--- config.mk ---
export PLATFORM = sky130hd
export DESIGN_NAME = ingress_voq
export DESIGN_NICKNAME = d
export VERILOG_FILES = /design/src/rtl/switch_defs.sv /design/src/rtl/voq_fifo.sv /design/src/rtl/ingress_voq.sv
export SDC_FILE = /design/constraint.sdc
export NUM_CORES = 2
export LEC_CHECK = 0
export CORE_UTILIZATION = 49
export CTS_CLUSTER_SIZE = 24
export DETAILED_ROUTE_END_ITERATION = 7
export SYNTH_ARGS = -nofsm -noshare
export SYNTH_HDL_FRONTEND = slang
export SYNTH_HIERARCHICAL = 1
export SYNTH_SLANG_ARGS = --single-unit
--- constraint.sdc ---
create_clock -name clk -period 6.3 [get_ports clk]
set_clock_uncertainty 0.15 [all_clocks]
set_input_delay 1.26 -clock clk [delete_from_list [all_inputs] [get_ports clk]]
set_output_delay 1.26 -clock clk [all_outputs]
set_load 0.02 [all_outputs]
--- src/rtl/switch_defs.sv ---
// Shared switch constants: port/queue sizing, destination field, counter widths.
// Imported by the VOQ datapath files.
package switch_defs;

  localparam int DEF_PORT_NUM  = 4;
  localparam int DEF_VOQ_DEPTH = 16;

  localparam int WORD_W = 32;
  localparam int DEST_MSB = 31;
  localparam int DEST_LSB = 30;
  localparam int DEST_W = DEST_MSB - DEST_LSB + 1;

  localparam int DROP_CNT_W = 16;
  localparam int OCC_W = 5;

endpackage

--- src/rtl/voq_fifo.sv ---
// One virtual output queue: circular buffer with wrapping pointers and
// a separate occupancy counter; full queue still accepts a push on pop.
module voq_fifo
  import switch_defs::*;
#(
  parameter int DEPTH = DEF_VOQ_DEPTH,
  parameter int CNT_W = $clog2(DEPTH) + 1
) (
  input  logic              clk,
  input  logic              reset,
  input  logic              push,
  input  logic              pop,
  input  logic [WORD_W-1:0] din,
  output logic [WORD_W-1:0] head,
  output logic              full,
  output logic              empty,
  output logic [CNT_W-1:0]  occ
);

  localparam int PTR_W = $clog2(DEPTH);

  logic [WORD_W-1:0] mem [DEPTH];
  logic [PTR_W-1:0]  rd_ptr;
  logic [PTR_W-1:0]  wr_ptr;
  logic              rd_ok;
  logic              wr_ok;

  assign full  = (occ == CNT_W'(DEPTH));
  assign empty = (occ == '0);
  assign rd_ok = pop && !empty;
  assign wr_ok = push && (!full || rd_ok);
  assign head  = mem[rd_ptr];

  // Storage is not reset; pointers and count alone define validity.
  always_ff @(posedge clk) begin
    if (wr_ok) mem[wr_ptr] <= din;
  end

  always_ff @(posedge clk or negedge reset) begin
    if (!reset) begin
      rd_ptr <= '0;
      wr_ptr <= '0;
      occ    <= '0;
    end else begin
      if (wr_ok) wr_ptr <= wr_ptr + PTR_W'(1);
      if (rd_ok) rd_ptr <= rd_ptr + PTR_W'(1);
      unique case ({wr_ok, rd_ok})
        2'b10:   occ <= occ + CNT_W'(1);
        2'b01:   occ <= occ - CNT_W'(1);
        default: occ <= occ;
      endcase
    end
  end

endmodule

--- src/rtl/ingress_voq.sv ---
// Ingress VOQ bank: steers words by destination, pops on a one-hot grant,
// registers the dequeued word and counts drops on full queues.
module ingress_voq
  import switch_defs::*;
#(
  parameter int PORT_NUM  = DEF_PORT_NUM,
  parameter int VOQ_DEPTH = DEF_VOQ_DEPTH
) (
  input  logic                    clk,
  input  logic                    reset,
  input  logic                    voq_in_en,
  input  logic [WORD_W-1:0]       voq_in,
  input  logic [PORT_NUM-1:0]     sched_grant,
  output logic                    voq_out_en,
  output logic [WORD_W-1:0]       voq_out,
  output logic [PORT_NUM-1:0]     voq_full,
  output logic [PORT_NUM-1:0]     voq_empty,
  output logic [PORT_NUM*OCC_W-1:0] voq_occ,
  output logic [DROP_CNT_W-1:0]   drop_count
);

  localparam int CNT_W = $clog2(VOQ_DEPTH) + 1;

  logic [DEST_W-1:0]   dest;
  logic [PORT_NUM-1:0] push;
  logic [PORT_NUM-1:0] pop;
  logic [WORD_W-1:0]   head [PORT_NUM];
  logic [CNT_W-1:0]    occ  [PORT_NUM];
  logic [WORD_W-1:0]   pop_word;
  logic                grant_1h;
  logic                pop_any;
  logic                drop;

  assign dest = voq_in[DEST_MSB:DEST_LSB];

  assign grant_1h = (sched_grant != '0) &&
    ((sched_grant & (sched_grant - PORT_NUM'(1))) == '0);

  for (genvar i = 0; i < PORT_NUM; i++) begin : g_voq
    assign push[i] = voq_in_en && (dest == DEST_W'(i));
    assign pop[i]  = grant_1h && sched_grant[i] && !voq_empty[i];
    assign voq_occ[OCC_W*i +: OCC_W] = OCC_W'(occ[i]);

    voq_fifo #(
      .DEPTH (VOQ_DEPTH),
      .CNT_W (CNT_W)
    ) u_fifo (
      .clk   (clk),
      .reset (reset),
      .push  (push[i]),
      .pop   (pop[i]),
      .din   (voq_in),
      .head  (head[i]),
      .full  (voq_full[i]),
      .empty (voq_empty[i]),
      .occ   (occ[i])
    );
  end

  assign pop_any = |pop;
  // A full queue popped in the same cycle takes the write instead.
  assign drop = |(push & voq_full & ~pop);

  always_comb begin
    pop_word = '0;
    for (int i = 0; i < PORT_NUM; i++) begin
      if (pop[i]) pop_word = head[i];
    end
  end

  always_ff @(posedge clk or negedge reset) begin
    if (!reset) begin
      voq_out_en <= 1'b0;
      voq_out    <= '0;
      drop_count <= '0;
    end else begin
      voq_out_en <= pop_any;
      if (pop_any) voq_out <= pop_word;
      if (drop && (drop_count != '1))
        drop_count <= drop_count + DROP_CNT_W'(1);
    end
  end

endmodule

# After elaboration in Yosys (flattened, before gate mapping)
# Memories as Yosys holds them, arrays and structs flattened.
# Index checks and enable logic that the tools add are counted.
# word_totals
ff_bits	101
ramBits	2048
in_bits	39
out_inout_bits	77
word_cells	120
memories	4
# classes
addsub	18
eq_ne	16
n_mux	16
n_bitwise	4
n_reduce_logical	47
# mem_list
memory	depth	word_bits	rd	rd_ports_with_merged_regs	write_ports	line_no	source
g_voq[0].u_fifo.mem	16	32	1	0	1	voq_fifo.sv:22	logic [WORD_W-1:0] mem [DEPTH];
g_voq[1].u_fifo.mem	16	32	1	0	1	voq_fifo.sv:22	
g_voq[2].u_fifo.mem	16	32	1	0	1	voq_fifo.sv:22	
g_voq[3].u_fifo.mem	16	32	1	0	1	voq_fifo.sv:22	
# ops
operator	n
$mux W32	4
$pmux W5 S2	4
$add A4 B1 Y4 const B	8
$logic_and A1 B1 Y1	22
$add A5 B1 Y5 const B	4
$eq A5 B5 Y1 const B	4
$logic_not A5 Y1	4
$sub A5 B1 Y5 const B	4
$add A16 B1 Y16 const B	1
$ne A16 B16 Y1 const B	1
$and A4 B4 Y4	3
$eq A2 B2 Y1 const B	6
$eq A2 B1 Y1 const B	5
$logic_not A1 Y1	8
$mux W1	8
$reduce_bool A2 Y1	4
$reduce_or A4 Y1	2
$logic_not A4 Y1	1
$logic_or A1 B1 Y1	4
$not A4 Y4	1
$reduce_bool A4 Y1	1
$sub A4 B1 Y4 const B	1
$logic_not A2 Y1	1

# Longest topological paths before layout
# depth
ltp_word	11
mapped_depth	14
mapped_depth_nobuf	11

# Cells and area by module
# The synthesis kept the hierarchy.
# modules_own_cells
module	instances	cells_per_inst	area_each_um2	seq_area_each_um2
voq_fifo at g_voq[1].u_fifo ...	2	898	20069.2	15700.1
voq_fifo at g_voq[3].u_fifo	1	834	20234.4	15700.1
voq_fifo at g_voq[0].u_fifo	1	892	20135.6	15700.1
ingress_voq	1	271	2677.6	1226.2

# Worst setup path before layout
# Ideal clock, no wire load.
# synth_timing
kind	input-to-reg
start	input port sched_grant[1]
end	memory g_voq[0].u_fifo.mem[3][0] (enable)
setup_ns	0.501
arrival_time_ns	5.769
required_time_ns	5.649
slack_ns	-0.121
cell_stages	7
n_path_buf	2
cell_sequence	or2_4 > nor4b_4 > clkbuf_1 > buf_6 > nand2b_1 > nor2_4 > nor4_1
# synth_via
elab_chain_cells	11
word_cells_on_any_way	12
cone_classes	1 x add/sub; 2 x mux; 1 x bitwise; 8 x reduce/logical
# synth_rtl
item	line_no	source
start: declaration	ingress_voq.sv:13	input logic [PORT_NUM-1:0] sched_grant,
$sub A4 B1 Y4	ingress_voq.sv:37	((sched_grant & (sched_grant - PORT_NUM'(1))) == '0);
$and A4 B4 Y4	ingress_voq.sv:37	
$logic_not A4 Y1	ingress_voq.sv:37	
$logic_and A1 B1 Y1 *	ingress_voq.sv:36	assign grant_1h = (sched_grant != '0) &&
$logic_and A1 B1 Y1 * (2 in a row)	ingress_voq.sv:41	assign pop[i] = grant_1h && sched_grant[i] && !voq_empty[i];
net pop[0]	ingress_voq.sv:26	logic [PORT_NUM-1:0] pop;
$logic_and A1 B1 Y1 *	voq_fifo.sv:30	assign rd_ok = pop && !empty;
$logic_or A1 B1 Y1 *	voq_fifo.sv:31	assign wr_ok = push && (!full || rd_ok);
$logic_and A1 B1 Y1 *	voq_fifo.sv:31	
$mux W1 *	voq_fifo.sv:36	if (wr_ok) mem[wr_ptr] <= din;
$mux W1 (implied by the code) *	voq_fifo.sv:36	
end: declaration	voq_fifo.sv:22	
# The timed path passes the listed nets; every way through them passes the cells marked *.

# Worst setup path after layout
# layout_timing
start	register g_voq[2].u_fifo.occ[1]
end	output port voq_empty[2]
# layout_via
elab_chain_cells	1
# layout_rtl
item	line_no	source
start: declaration	voq_fifo.sv:17	output logic [CNT_W-1:0] occ
start signal: assignment	voq_fifo.sv:48	2'b10: occ <= occ + CNT_W'(1);
start signal: assignment	voq_fifo.sv:49	2'b01: occ <= occ - CNT_W'(1);
$logic_not A5 Y1	voq_fifo.sv:29	assign empty = (occ == '0);
end: declaration	ingress_voq.sv:17	output logic [PORT_NUM-1:0] voq_empty,
# No other way between the ends.

==> impl_metrics.prom <==
# TYPE chip_impl_metric gauge
chip_impl_info{name="status",value="completed"} 1
chip_impl_metric{name="grt_usage",unit=""} 0.2366
chip_impl_metric{name="yosys_warnings",unit=""} 6
chip_impl_metric{name="dieArea",unit="mm²"} 0.1714
chip_impl_metric{name="synth-seq-area-share",unit=""} 0.7697
chip_impl_metric{name="fp-row-count",unit=""} 150
chip_impl_metric{name="critPathRequiredTime",unit="ns"} 4.89
chip_impl_metric{name="finalInstanceArea",unit="mm²"} 0.09425
chip_impl_metric{name="holdWs",unit="ns"} 0.1540
chip_impl_info{name="cts_tree",value="yes"} 1
chip_impl_metric{name="hold_viol_final",unit=""} 0
chip_impl_metric{name="netlist.area_leader.share",unit=""} 0.7393
chip_impl_metric{name="cp_max_fo",unit=""} 7
chip_impl_info{name="grt_setup_unrepaired",value="no"} 1
chip_impl_info{name="yosys_most_used_dff",value="sky130_fd_sc_hd__edfxtp_1"} 1
chip_impl_metric{name="detailroute.via_count",unit=""} 39517
chip_impl_metric{name="clock_tree.buffer_depth",unit=""} 3
chip_impl_info{name="setup.worst_path.end_class",value="output pin"} 1
chip_impl_metric{name="synth.net_count",unit=""} 3869
chip_impl_metric{name="register_area",unit="mm²"} 0.06406
chip_impl_metric{name="grt_max_degree",unit=""} 91
chip_impl_metric{name="fin_util",unit=""} 0.5617
chip_impl_metric{name="fillCellCount",unit=""} 12512
chip_impl_metric{name="post_drt_via_cell_ratio",unit=""} 6.137
chip_impl_info{name="ys_top_cells_by_count",value="sky130_fd_sc_hd__edfxtp_1, sky130_fd_sc_hd__mux4_2, sky130_fd_sc_hd__a22oi_1"} 1
chip_impl_metric{name="drt_pre_antenna_iters",unit=""} 5
chip_impl_info{name="critical_path_startpoint_category",value="flip-flop"} 1
chip_impl_metric{name="cp_slowest_stage_delay",unit="ns"} 0.87
chip_impl_metric{name="postCtsResizedCells",unit=""} 0
chip_impl_metric{name="cellPowerDensity",unit="mW/mm²"} 413.9
chip_impl_metric{name="synth_enable_flop_cells",unit=""} 2048
chip_impl_metric{name="dieHeight",unit="µm"} 414.0
chip_impl_info{name="post-synth-top-area-cell",value="sky130_fd_sc_hd__edfxtp_1"} 1
chip_impl_metric{name="initial_core_util",unit=""} 0.4958
chip_impl_metric{name="cts-buffers-inserted",unit=""} 214
chip_impl_info{name="min-delay-path-class",value="in -> async"} 1
chip_impl_metric{name="clk-insertion-delay-late",unit="ns"} 0.85
chip_impl_metric{name="grt_first_pass_wirelength",unit="mm"} 289.8
chip_impl_metric{name="non_filler_instance_count_after_layout",unit=""} 6439
chip_impl_metric{name="max-vdd-ir-drop",unit="mV"} 0.3582
chip_impl_metric{name="synthesis.instances",unit=""} 3793
chip_impl_metric{name="post_cts_hold_buffer_count",unit=""} 0
chip_impl_metric{name="antenna_found_initial",unit=""} 8
chip_impl_metric{name="route.detailed.wl_per_inst",unit="µm"} 31.24
chip_impl_metric{name="numPortBuffers",unit=""} 115
chip_impl_metric{name="postLayoutSetupSlackWorst",unit="ns"} 1.350
chip_impl_metric{name="ctsHtreeMaxLevel",unit=""} 4
chip_impl_metric{name="cts.clk_slew.worst_paths",unit="ns"} 0.06
chip_impl_metric{name="slew_headroom",unit=""} 0.2069
chip_impl_metric{name="post-layout-total-power",unit="mW"} 39.02
chip_impl_metric{name="num_io_pins",unit=""} 116
chip_impl_metric{name="placeableCoreArea",unit="mm²"} 0.1678
chip_impl_metric{name="final.period_utilization",unit=""} 0.7857
chip_impl_metric{name="actual_slew_at_the_worst_max_slew_pin",unit="ns"} 1.190
chip_impl_metric{name="totalWireLength",unit="mm"} 201.2
chip_impl_metric{name="clock_sinks",unit=""} 2149
chip_impl_metric{name="drcViolationCount",unit=""} 0
chip_impl_metric{name="maximum_capacitance_violations",unit=""} 0
chip_impl_info{name="synth.top_cells.by_area",value="sky130_fd_sc_hd__edfxtp_1, sky130_fd_sc_hd__mux4_2, sky130_fd_sc_hd__dfrtp_1"} 1
chip_impl_metric{name="post-cts-setup-buffers",unit=""} 0
chip_impl_metric{name="number_of_synthesized_register_bits",unit=""} 2149
chip_impl_metric{name="maximum_clock_rate",unit="GHz"} 0.2020
chip_impl_metric{name="multi_input_area",unit="mm²"} 0.01847
chip_impl_metric{name="drt_iter0_markers",unit=""} 4444
chip_impl_info{name="most_instantiated_library_cell_after_synthesis",value="sky130_fd_sc_hd__edfxtp_1"} 1
chip_impl_metric{name="hpwl",unit="mm"} 115.8
chip_impl_metric{name="post_route_cells_drive_above_1_share",unit=""} 0.2669
chip_impl_metric{name="arrival_time_at_the_worst_endpoint",unit="ns"} 3.54
chip_impl_info{name="path_class",value="reg -> out"} 1
chip_impl_metric{name="placed_cell_area",unit="mm²"} 0.08744
chip_impl_metric{name="power.leakage",unit="nW"} 29.74
chip_impl_metric{name="globalplace.congestion",unit=""} 0.8983
chip_impl_metric{name="finish.net_count",unit=""} 4123
chip_impl_info{name="cts-root-buf",value="sky130_fd_sc_hd__clkbuf_16"} 1
chip_impl_metric{name="first_global_vias",unit=""} 39592
chip_impl_metric{name="tns",unit="ns"} 0
chip_impl_metric{name="die_width",unit="µm"} 414.0
chip_impl_metric{name="gr-total-overflow",unit=""} 0
chip_impl_metric{name="yosys.cell_types.count",unit=""} 63
chip_impl_metric{name="finalSetupViolCount",unit=""} 0
chip_impl_metric{name="final.min_clock_period",unit="ns"} 4.950
chip_impl_metric{name="preCtsSetupSlack",unit="ns"} 1.141
chip_impl_info{name="crit_path_cell_trace",value="or4_4 -> nor2_1 -> clkdlybuf4s50_1"} 1
chip_impl_metric{name="final-max-slew-violation-count",unit=""} 0
chip_impl_metric{name="placedCellCount",unit=""} 6035
chip_impl_metric{name="postSynthAreaPerCell",unit="µm²"} 21.93
chip_impl_metric{name="antenna_left",unit=""} 0
chip_impl_metric{name="synthesis_to_layout_area_growth",unit="%"} 13.30
chip_impl_metric{name="mappedNetlistArea",unit="mm²"} 0.08319
chip_impl_info{name="timing.critical_path.slowest_stage_cell",value="sky130_fd_sc_hd__clkdlybuf4s50_1"} 1
chip_impl_metric{name="synthArstFlopShare",unit=""} 0.04700
==> worst max-delay path, delay by kind of cell (launching register included) <==
kind | cells | cell delay, ns
DFF | 1 | 0.44
and+or+nand+nor | 2 | 1.37
buffers and inverters | 1 | 0.87
==> routing by layer <==
| layer | share of wire | GRT usage | up-vias |
|---|---|---|---|
| met5 | 0 | 0 | - |
| met4 | 0.035 | 0.08525 | 0 |
| met3 | 0.067 | 0.03737 | 284 |
| met2 | 0.46 | 0.3571 | 1392 |
| met1 | 0.43 | 0.3528 | 21318 |
| li1 | - | - | 16523 |
==> layout by cell type, fill, tap and decap left out, types with 54 or more instances in the layout <==
cell,n
sky130_fd_sc_hd__edfxtp_1,2048
sky130_fd_sc_hd__clkbuf_1,54
sky130_fd_sc_hd__mux4_2,544
sky130_fd_sc_hd__dfrtp_1,91
sky130_fd_sc_hd__nand2_1,156
sky130_fd_sc_hd__clkdlybuf4s50_1,82
sky130_fd_sc_hd__buf_4,123
sky130_fd_sc_hd__clkbuf_16,214
sky130_fd_sc_hd__nor2_1,59
sky130_fd_sc_hd__a22oi_1,256
==> registers in the layout (all words and copies together), names as in the netlist <==
signal and flops:
drop_count 16, g_voq.u_fifo/mem 2048, g_voq.u_fifo/occ 20, g_voq.u_fifo/rd_ptr 16
g_voq.u_fifo/wr_ptr 16, voq_out 32, voq_out_en 1
==> worst paths after layout <==
kind	startpoint	end	slack, ns	cells past startpoint
min	reset	drop_count[4]$_DFFE_PN0P_	0.15	1
max	g_voq[2].u_fifo/occ[1]$_DFFE_PN0P_	voq_empty[2]	1.35	3
max reg2reg	g_voq[3].u_fifo/occ[1]$_DFFE_PN0P_	g_voq[3].u_fifo/occ[4]$_DFFE_PN0P_	1.63	13
min in group clk	drop_count[15]$_DFFE_PN0P_	drop_count[15]$_DFFE_PN0P_	0.35	1
min reg2reg	drop_count[15]$_DFFE_PN0P_	drop_count[15]$_DFFE_PN0P_	0.35	1
max in group asynchronous	reset	g_voq[0].u_fifo/rd_ptr[1]$_DFFE_PN0N_	4.72	2
==> power by group <==
part	internal [mW]	switching, mW
Combinational	4.23	5.18
Clock	7.01	5.34
Sequential	16.2	1.01
Total	27.5	11.5
==> kinds of logic (layout without fill, tap and decap cells) <==
group / Yosys count / count (layout) / synth area share
DFF: 2149 / 2149 / 0.7697
muxes: 562 / 562 / 0.1502
and+or+nand+nor: 395 / 395 / 0.02291
AOI/OAI and AO/OA: 362 / 362 / 0.03234
buffers and inverters: 235 / 672 / 0.01333
xor gates and xnor gates: 53 / 53 / 0.005580
adders and majority gates: 37 / 37 / 0.005926
other: 0 / 5 / 0
==> cell type report <==
class	count	area share
clock inverters	120	0.01156
repair buffers	244	0.02176
well taps	2204	0.02926
diodes	5	0.0001327
flip-flops and latches	2149	0.6796
inverters	29	0.001155
clock buffers	279	0.06057
multi-input cells	1409	0.1959
Note: power is estimated with default switching activity, not from simulation.
